$ cat config.mk
export PLATFORM = sky130hd
export DESIGN_NAME = exu_muldiv
export DESIGN_NICKNAME = d
export VERILOG_FILES = /design/src/rtl/exu_muldiv_pkg.sv /design/src/rtl/md_sign_fix.sv /design/src/rtl/exu_muldiv.sv
export SDC_FILE = /design/constraint.sdc
export NUM_CORES = 1
export LEC_CHECK = 0
export ABC_AREA = 1
export ABC_CLOCK_PERIOD_IN_PS = 8300
export CORE_MARGIN = 3
export CORE_UTILIZATION = 25
export DETAILED_ROUTE_END_ITERATION = 16
export GPL_ROUTABILITY_DRIVEN = 1
export GPL_TIMING_DRIVEN = 0
export PLACE_DENSITY = 0.39
export SETUP_SLACK_MARGIN = 0.5
export SYNTH_ARGS = -nofsm -noshare
export SYNTH_HDL_FRONTEND = slang
export SYNTH_SLANG_ARGS = --single-unit
export TNS_END_PERCENT = 5
$ cat constraint.sdc
create_clock -name clk -period 8.3 [get_ports clk]
set_input_delay 1.66 -clock clk [delete_from_list [all_inputs] [get_ports clk]]
set_output_delay 1.66 -clock clk [all_outputs]
set_load 0.1 [all_outputs]
$ cat src/rtl/exu_muldiv_pkg.sv
// exu_muldiv_pkg: shared encodings, widths and helpers for the RV32M
// multiply/divide unit (exu_muldiv and md_sign_fix).
`timescale 1ns/1ps
package exu_muldiv_pkg;

  localparam int CPU_WIDTH      = 32;
  localparam int REG_ADDR_WIDTH = 5;
  localparam int MD_ITER_CNT    = 32;
  localparam int MD_CNT_W       = $clog2(MD_ITER_CNT);

  // funct3 encodings of the M extension
  typedef enum logic [2:0] {
    MD_OP_MUL    = 3'd0,
    MD_OP_MULH   = 3'd1,
    MD_OP_MULHSU = 3'd2,
    MD_OP_MULHU  = 3'd3,
    MD_OP_DIV    = 3'd4,
    MD_OP_DIVU   = 3'd5,
    MD_OP_REM    = 3'd6,
    MD_OP_REMU   = 3'd7
  } md_op_e;

  typedef enum logic [1:0] {
    MD_STATE_IDLE = 2'd0,
    MD_STATE_CALC = 2'd1,
    MD_STATE_DONE = 2'd2
  } md_state_e;

  // rs1 is interpreted as signed
  function automatic logic md_src1_signed(input md_op_e op);
    return (op == MD_OP_MULH) || (op == MD_OP_MULHSU) ||
           (op == MD_OP_DIV)  || (op == MD_OP_REM);
  endfunction

  // rs2 is interpreted as signed
  function automatic logic md_src2_signed(input md_op_e op);
    return (op == MD_OP_MULH) || (op == MD_OP_DIV) || (op == MD_OP_REM);
  endfunction

  // Pick the architectural result out of the fixed-up datapath values
  function automatic logic [CPU_WIDTH-1:0] md_select(
    input md_op_e                  op,
    input logic [2*CPU_WIDTH-1:0]  prod,
    input logic [CPU_WIDTH-1:0]    quo,
    input logic [CPU_WIDTH-1:0]    rem
  );
    case (op)
      MD_OP_MUL:                     return prod[CPU_WIDTH-1:0];
      MD_OP_MULH, MD_OP_MULHSU,
      MD_OP_MULHU:                   return prod[2*CPU_WIDTH-1:CPU_WIDTH];
      MD_OP_DIV, MD_OP_DIVU:         return quo;
      default:                       return rem;
    endcase
  endfunction

endpackage

$ cat src/rtl/md_sign_fix.sv
// md_sign_fix: conditional two's-complement negate. Used to take absolute
// values of operands at capture and to restore the sign of results at fixup.
`timescale 1ns/1ps
module md_sign_fix #(
  parameter int W = 32
) (
  input  logic [W-1:0] val_i,
  input  logic         neg_i,
  output logic [W-1:0] val_o
);

  // Negate when the flag is set, pass through otherwise
  always_comb begin
    val_o = neg_i ? (~val_i + W'(1)) : val_i;
  end

endmodule

$ cat src/rtl/exu_muldiv.sv
// exu_muldiv: iterative RV32M multiply/divide unit for the EXU stage.
// Shift-add multiply and restoring divide on unsigned magnitudes, one
// iteration per cycle, with sign fixup on the last iteration.
// Optional macro MULDIV_FAST_MUL_EN: MUL* ops use a single-cycle 33x33
// signed multiplier and complete in one cycle; divides stay iterative.
//
// Handshake: md_valid_i is sampled only in IDLE. While the unit computes,
// md_stall_o freezes the upstream registers so md_valid_i keeps presenting
// the same instruction; it is ignored in CALC and DONE. md_done_o pulses for
// one cycle with md_result_o/md_waddr_o valid, and those outputs hold until
// the next result. flush_i aborts in any state without a done pulse.
`timescale 1ns/1ps
module exu_muldiv
  import exu_muldiv_pkg::*;
#(
  parameter int XLEN    = CPU_WIDTH,
  parameter int RADDR_W = REG_ADDR_WIDTH
) (
  input  logic               clk,
  input  logic               rst_n,
  input  logic               md_valid_i,
  input  logic [2:0]         md_op_i,
  input  logic [XLEN-1:0]    md_src1_i,
  input  logic [XLEN-1:0]    md_src2_i,
  input  logic [RADDR_W-1:0] md_waddr_i,
  input  logic               flush_i,
  output logic               md_stall_o,
  output logic               md_done_o,
  output logic [XLEN-1:0]    md_result_o,
  output logic [RADDR_W-1:0] md_waddr_o
);

  localparam logic [XLEN-1:0] XMIN = {1'b1, {(XLEN-1){1'b0}}};

  md_state_e             state_q;
  logic [MD_CNT_W-1:0]   cnt_q;
  md_op_e                op_q;
  logic [RADDR_W-1:0]    waddr_q;
  logic [XLEN-1:0]       hi_q, lo_q, b_q;
  logic                  res_neg_q, rem_neg_q;
  logic                  done_q;
  logic [XLEN-1:0]       result_q;
  logic [RADDR_W-1:0]    waddr_out_q;

  // Capture-side decode
  md_op_e          op_in;
  logic            neg1_in, neg2_in;
  logic [XLEN-1:0] abs1_in, abs2_in;
  logic            fast_hit;
  logic [XLEN-1:0] fast_res;

  assign op_in   = md_op_e'(md_op_i);
  assign neg1_in = md_src1_signed(op_in) & md_src1_i[XLEN-1];
  assign neg2_in = md_src2_signed(op_in) & md_src2_i[XLEN-1];

  md_sign_fix #(.W(XLEN)) u_abs1 (.val_i(md_src1_i), .neg_i(neg1_in), .val_o(abs1_in));
  md_sign_fix #(.W(XLEN)) u_abs2 (.val_i(md_src2_i), .neg_i(neg2_in), .val_o(abs2_in));

`ifdef MULDIV_FAST_MUL_EN
  logic signed [XLEN:0] fa, fb;
  logic [2*XLEN-1:0]    fast_prod;
  assign fa        = {md_src1_signed(op_in) & md_src1_i[XLEN-1], md_src1_i};
  assign fb        = {md_src2_signed(op_in) & md_src2_i[XLEN-1], md_src2_i};
  assign fast_prod = (2*XLEN)'(fa * fb);
`endif

  // Results that need no iteration: divide by zero, signed overflow, fast multiply
  always_comb begin
    fast_hit = 1'b0;
    fast_res = '0;
    if (md_op_i[2] && (md_src2_i == '0)) begin
      fast_hit = 1'b1;
      fast_res = md_op_i[1] ? md_src1_i : '1;
    end else if (((op_in == MD_OP_DIV) || (op_in == MD_OP_REM)) &&
                 (md_src1_i == XMIN) && (md_src2_i == '1)) begin
      fast_hit = 1'b1;
      fast_res = md_op_i[1] ? '0 : XMIN;
`ifdef MULDIV_FAST_MUL_EN
    end else if (!md_op_i[2]) begin
      fast_hit = 1'b1;
      fast_res = md_select(op_in, fast_prod, '0, '0);
`endif
    end
  end

  // One iteration step: hi/lo hold {acc, multiplier} or {remainder, dividend/quotient}
  logic [XLEN:0]   mul_sum, div_sh, div_diff;
  logic            div_ok;
  logic [XLEN-1:0] iter_hi, iter_lo;
  logic [2*XLEN-1:0] prod_fix;
  logic [XLEN-1:0] quo_fix, rem_fix, calc_res;

  // Next hi/lo for the current op class
  always_comb begin
    mul_sum  = {1'b0, hi_q} + (lo_q[0] ? {1'b0, b_q} : '0);
    div_sh   = {hi_q, lo_q[XLEN-1]};
    div_diff = div_sh - {1'b0, b_q};
    div_ok   = ~div_diff[XLEN];
    if (op_q[2]) begin
      iter_hi = div_ok ? div_diff[XLEN-1:0] : div_sh[XLEN-1:0];
      iter_lo = {lo_q[XLEN-2:0], div_ok};
    end else begin
      iter_hi = mul_sum[XLEN:1];
      iter_lo = {mul_sum[0], lo_q[XLEN-1:1]};
    end
  end

  md_sign_fix #(.W(2*XLEN)) u_fix_prod (.val_i({iter_hi, iter_lo}), .neg_i(res_neg_q), .val_o(prod_fix));
  md_sign_fix #(.W(XLEN))   u_fix_quo  (.val_i(iter_lo), .neg_i(res_neg_q), .val_o(quo_fix));
  md_sign_fix #(.W(XLEN))   u_fix_rem  (.val_i(iter_hi), .neg_i(rem_neg_q), .val_o(rem_fix));

  assign calc_res = md_select(op_q, prod_fix, quo_fix, rem_fix);

  // Control FSM with datapath and registered outputs
  always_ff @(posedge clk or negedge rst_n) begin
    if (!rst_n) begin
      state_q     <= MD_STATE_IDLE;
      cnt_q       <= '0;
      op_q        <= MD_OP_MUL;
      waddr_q     <= '0;
      hi_q        <= '0;
      lo_q        <= '0;
      b_q         <= '0;
      res_neg_q   <= 1'b0;
      rem_neg_q   <= 1'b0;
      done_q      <= 1'b0;
      result_q    <= '0;
      waddr_out_q <= '0;
    end else begin
      done_q <= 1'b0;
      if (flush_i) begin
        state_q <= MD_STATE_IDLE;
      end else begin
        case (state_q)
          MD_STATE_IDLE: begin
            if (md_valid_i) begin
              op_q      <= op_in;
              waddr_q   <= md_waddr_i;
              hi_q      <= '0;
              lo_q      <= abs1_in;
              b_q       <= abs2_in;
              res_neg_q <= neg1_in ^ neg2_in;
              rem_neg_q <= neg1_in;
              cnt_q     <= MD_CNT_W'(MD_ITER_CNT - 1);
              if (fast_hit) begin
                state_q     <= MD_STATE_DONE;
                done_q      <= 1'b1;
                result_q    <= fast_res;
                waddr_out_q <= md_waddr_i;
              end else begin
                state_q <= MD_STATE_CALC;
              end
            end
          end
          MD_STATE_CALC: begin
            hi_q <= iter_hi;
            lo_q <= iter_lo;
            if (cnt_q == '0) begin
              state_q     <= MD_STATE_DONE;
              done_q      <= 1'b1;
              result_q    <= calc_res;
              waddr_out_q <= waddr_q;
            end else begin
              cnt_q <= cnt_q - MD_CNT_W'(1);
            end
          end
          // md_valid_i still shows the finished instruction here: do not accept
          default: state_q <= MD_STATE_IDLE;
        endcase
      end
    end
  end

  assign md_stall_o  = ((state_q == MD_STATE_IDLE) & md_valid_i & ~flush_i) |
                       (state_q == MD_STATE_CALC);
  assign md_done_o   = done_q;
  assign md_result_o = result_q;
  assign md_waddr_o  = waddr_out_q;

endmodule

# Yosys cells after proc, flatten, opt, wreduce, memory -nomap -nowiden
# Index checks and enable logic that the tools add are counted.
[word_totals] out_inout_bits=39 inputBits=76 ff_bits=151 elab_cells=113 memories=0 rom_bits=0 latch_bits=0 ramBits=0
[op_classes] add_sub_neg=8 bitwise_logic=13 n_reduce_logical=21 eq_ne=18 div=0 n_shift=0 n_lt_le_gt_ge=0 multipliers=0 mux=41
[ops] operator="$mux W32" count=17
[ops] operator="$pmux W32 S2" count=3
[ops] operator="$add A32 B1 Y32 const B" count=4
[ops] operator="$not A32 Y32" count=4
[ops] operator="$pmux W32 S3" count=1
[ops] operator="$add A64 B1 Y64 const B" count=1
[ops] operator="$eq A32 B32 Y1 const B" count=2
[ops] operator="$mux W64" count=1
[ops] operator="$not A64 Y64" count=1
[ops] operator="$add A32 B32 Y33" count=1
[ops] operator="$sub A33 B32 Y33" count=1
[ops] operator="$logic_not A32 Y1" count=1
[ops] operator="$mux W5" count=5
[ops] operator="$pmux W5 S2" count=2
[ops] operator="$eq A3 B3 Y1 const B" count=4
[ops] operator="$eq A3 B2 Y1 const B" count=3
[ops] operator="$mux W2" count=4
[ops] operator="$ne A2 B2 Y1 const B" count=4
[ops] operator="$eq A3 B1 Y1 const B" count=2
[ops] operator="$logic_or A1 B1 Y1" count=6
[ops] operator="$mux W1" count=6
[ops] operator="$ne A3 B3 Y1 const B" count=2
[ops] operator="$reduce_and A3 Y1" count=2
[ops] operator="$logic_not A5 Y1" count=1
[ops] operator="17 further kinds" count=23

# Depth between registers and ports, before layout
[logic_depth] depth_word=10 ltp_mapped=36 ltp_nobuf=34

# Hierarchy
# Synthesis repeated with hierarchy kept, for this count alone.
[hier_totals] cells_unflattened=3675 hier_area_um2=20671.1
[modules_own_cells] module="exu_muldiv" seq_area_each_um2=3778.6 cells_per_inst=2269 instances=1 area_each_um2=13770.7
[modules_own_cells] module="md_sign_fix (u_abs1 ...)" seq_area_each_um2=0.0 cells_per_inst=227 instances=4 area_each_um2=1108.6
[modules_own_cells] module="md_sign_fix (u_fix_prod)" seq_area_each_um2=0.0 cells_per_inst=498 instances=1 area_each_um2=2466.1

# Worst setup path after synthesis
# Ideal clock, no wire load.
[synth_path] kind="input port to output port" from="input flush_i" to="output md_stall_o" path_slack_ps=3293 required_ps=6640 t_arrival_ps=3347 path_stages=7 n_path_buf=2 path_cell_list="nor2_1 inv_1 nor2_1 inv_1 clkbuf_1 clkbuf_1 nand2_1"
[synth_via] elab_chain_len=3
[synth_rtl] item="start: declaration" line="exu_muldiv.sv:26" source="input logic flush_i,"
[synth_rtl] item="$not A1 Y1 (no line)"
[synth_rtl] item="$and A1 B1 Y1" line="exu_muldiv.sv:174" source="assign md_stall_o = ((state_q == MD_STATE_IDLE) & md_valid_i & ~flush_i) |"
[synth_rtl] item="$or A1 B1 Y1" line="exu_muldiv.sv:174"
[synth_rtl] item="end: declaration" line="exu_muldiv.sv:27" source="output logic md_stall_o,"
# Every way passes these cells.

# Worst setup path in the final report
# Same ends and word-level chain as after synthesis.

==> results.sh <==
export IMPL_antenna_found_initial=1
export IMPL_maxCapViolCount=0
export IMPL_globalplace_congestion=0.928
export IMPL_use_met1_pct=35.7
export IMPL_regToRegEndpoint="md_result_o[30]"
export IMPL_start_util_pct=25.4
export IMPL_fp_coreArea_um2=72000
export IMPL_fp_row_count=98
export IMPL_ys_ff_latch=151
export IMPL_wl_per_cell_um=22.6
export IMPL_crit_buf_inv=6
export IMPL_gr_max_usage_layer="met2"
export IMPL_use_met3_pct=4.12
export IMPL_root_buffer="clkbuf_16"
export IMPL_min_from="waddr_q[0]"
export IMPL_whs_endpoint="waddr_q[0]"
export IMPL_post_cts_buffers=0
export IMPL_postRouteAntennaNets=0
export IMPL_final_common_cell="nand2_1"
export IMPL_setup_violations=0
export IMPL_critical_path_max_fanout=10
export IMPL_htree_levels=4
export IMPL_switching_share_pct=63.3
export IMPL_grt_pass1_vias=20794
export IMPL_p_leak_uw=0.0107
export IMPL_dp_cells=4221
export IMPL_clock_power_share_pct=9.5
export IMPL_ctsResizeCount=0
export IMPL_postSynthCellCount=3157
export IMPL_rr_worst_depth=27
export IMPL_clockBufferDepth=2
export IMPL_cp_arrival_ps=5530
export IMPL_vias=21335
export IMPL_status="completed"
export IMPL_final_max_slew_viol_count=0
export IMPL_clock_sinks=151
export IMPL_die_w_um=276
export IMPL_synth_cell_types=59
export IMPL_start_kind="input port"
export IMPL_worstReg2RegStart="b_q[31]"
export IMPL_fin_tns_setup_ps=0
export IMPL_drive_gt1_share_pct=6.69
export IMPL_rsz0062_at_grt="false"
export IMPL_hold_viol=0
export IMPL_final_core_util_pct=29.5
export IMPL_reg2reg_slack_ps=2270
export IMPL_worst_pin_slew_ps=1260
export IMPL_drt_first_pass_iters=6
export IMPL_cp_top_family="buffers and inverters"
export IMPL_io_pins=115
export IMPL_grt_usage_pct=24.6
export IMPL_layout_worst_path_cycle_share_pct=86.7
export IMPL_hold_class="register to register"
export IMPL_grt_overflow=0
export IMPL_cts_buffers=17
export IMPL_cp_slowest_cell="clkdlybuf4s50_1"
export IMPL_critPathKind="input port to output port"
export IMPL_slew_headroom_pct=15.0
export IMPL_max_stage_delay_ps=1150
export IMPL_dpl_hpwl_mm=80.9
export IMPL_async_reset_ff_share_pct=100
export IMPL_die_area_um2=76400
export IMPL_area_delta_synth_final_pct=16.3
export IMPL_fmax_ghz=0.139
export IMPL_final_fill_count=8213
export IMPL_min_period_ps=7190
export IMPL_diodes=0
export IMPL_die_h_um=276
export IMPL_layout_common_cells="nand2_1 (971), inv_1 (450), nor2_1 (302)"
export IMPL_holdBufCountCts=0
export IMPL_combPwrFrac_pct=75.9
export IMPL_p_int_uw=3270
export IMPL_tritoncts="done"
export IMPL_synth_edf_count=0
export IMPL_grt_first_pass_wirelength_mm=140
export IMPL_end_kind="output port"
export IMPL_instances_no_fill=4253
export IMPL_synth_seq_area_share_pct=20.7
export IMPL_power_net_switching_uw=5640
export IMPL_crit_chain="clkdlybuf4s50_1 -> nor2_1 -> inv_1 -> nor2_1 -> inv_1 -> clkbuf_1 -> clkbuf_1 -> nand2_1 -> clkdlybuf4s50_1"
export IMPL_required_ps=6640
export IMPL_yosysWarnings=0
export IMPL_clock_latency_ps=500
export IMPL_p_per_area_nw_per_um2=419
export IMPL_cts_clk_slew_worst_paths_ps=70
export IMPL_met2_usage_pct=37.5
export IMPL_fin_skew_ps=22.2
export IMPL_grt_max_degree=91
export IMPL_synthesis_area_um2=18300
export IMPL_drt_total_wl_mm=96.3
export IMPL_drc=0
export IMPL_dp_slack_ps=1110
export IMPL_seq_power_share_pct=14.6
export IMPL_fin_ws_ps=1110
export IMPL_avgSynthCellArea_um2=5.79
export IMPL_hold_worst_slack_ps=478
export IMPL_ir_drop_uv=257
export IMPL_final_nets=3439
export IMPL_drtIter0Drc=2076
export IMPL_synth_flop_cell="dfrtp_1"
export IMPL_hold_path_depth=2
export IMPL_syn_nets=3306
export IMPL_io_buffers=113
export IMPL_vias_per_cell=5.02
==> routing by layer <==
layer	part of all wire, %	wire (um)
met1	48	46500
met2	43	41100
met3	6.5	6280
met4	2.6	2470
met5	0	0
==> per-stage QoR <==
stage	instance area (um^2)	power, uW
finish	21300	8910
global route	21300	9610
CTS	21300	8880
detailed placement	20600	7990
global placement	20600	8000
floorplan	18300	5730
==> synthesized netlist by cell type, types with 4 or more instances <==
library cell | count | area share [%]
nand2_1 | 971 | 20
inv_1 | 450 | 9.2
nor2_1 | 302 | 6.2
nand3_1 | 260 | 7.1
o21ai_0 | 219 | 6.0
a21oi_1 | 166 | 4.5
dfrtp_1 | 151 | 21
ha_1 | 71 | 4.9
xor2_1 | 69 | 3.3
clkbuf_1 | 68 | 1.4
nor3_1 | 44 | 1.2
or2_2 | 34 | 1.2
nand2_2 | 33 | 1.1
o21ai_1 | 29 | 0.79
nand4_1 | 27 | 0.92
buf_2 | 22 | 0.60
nor2_2 | 21 | 0.72
a21boi_1 | 19 | 0.78
o22ai_1 | 19 | 0.65
xnor2_1 | 18 | 0.86
nand3b_1 | 14 | 0.58
inv_2 | 13 | 0.27
nand2_4 | 10 | 0.62
o211ai_1 | 10 | 0.41
nand3_2 | 9 | 0.49
nor4_1 | 9 | 0.31
o21a_1 | 7 | 0.29
o31ai_1 | 7 | 0.29
a21oi_2 | 6 | 0.29
buf_6 | 6 | 0.37
o21bai_1 | 6 | 0.25
a31oi_1 | 5 | 0.17
buf_4 | 5 | 0.21
o21ai_2 | 5 | 0.24
a2bb2oi_1 | 4 | 0.19
nor3_2 | 4 | 0.22
o221ai_1 | 4 | 0.19
==> layout make-up <==
class	count	area [um^2]	area share, %
multi-input cells	2435	12200	57.5
flip-flops and latches	151	3780	17.8
inverters	466	1750	8.23
well taps	950	1190	5.59
repair buffers	114	1160	5.48
plain buffers	105	524	2.47
clock buffers	17	425	2.00
clock inverters	15	201	0.948
==> state kept, by name, indices dropped and copies added, names as in the netlist, 3 cells and up <==
signal / count
lo_q: 32
op_q: 3
waddr_q: 5
md_waddr_o: 5
hi_q: 32
cnt_q: 5
b_q: 32
md_result_o: 32
==> power groups by stage <==
stage	sequential (uW)	combinational (uW)	clock, uW
after detailed placement	1320	6670	0
after CTS	1300	6700	872
after global placement	1310	6690	0
after floorplan	1820	3910	0
after global routing	1330	7380	898
final	1300	6760	845
==> worst max path at each step <==
stage             from         end  slack [ps]  cells past startpoint
3_5_place_dp   flush_i  md_stall_o        1110                      9
3_3_place_gp     rst_n      b_q[5]       -1960                      1
2_1_floorplan  flush_i  md_stall_o        3290                      7
5_1_grt        flush_i  md_stall_o         950                      9
6_report       flush_i  md_stall_o        1110                      9
4_1_cts        flush_i  md_stall_o        1100                      9
==> cell families (layout without fill, tap and decap cells) <==
logic type	after synthesis	after routing	share of synthesized area (%)
AOI/OAI and AO/OA	523	523	16.0
xor gates and xnor gates	87	87	4.17
adders and majority gates	73	73	5.08
DFF	151	151	20.7
and+or+nand+nor	1752	1752	41.6
buffers and inverters	571	717	12.4
==> worst register-to-register path, cell delays in order (launching register included) <==
cell and delay, ps:
dfrtp_1 580, inv_1 330, ha_1 420, a21o_1 180
nor2_1 110, nand2_1 130, a21oi_4 270, nand3_2 210
nand2_4 120, buf_6 150, buf_8 170, nand2_2 70
nand2_2 120, ha_1 180, nand3_1 120, nor3_2 180
nand2_1 170, nor2_1 210, nand4_1 250, nor4_2 490
nand3_2 300, o21ai_4 340, nand2_1 90, nand2_1 60
nand3_1 160, nand2_1 100, nand3_1 220, a21oi_1 210
(Power assumes the default switching activity.)
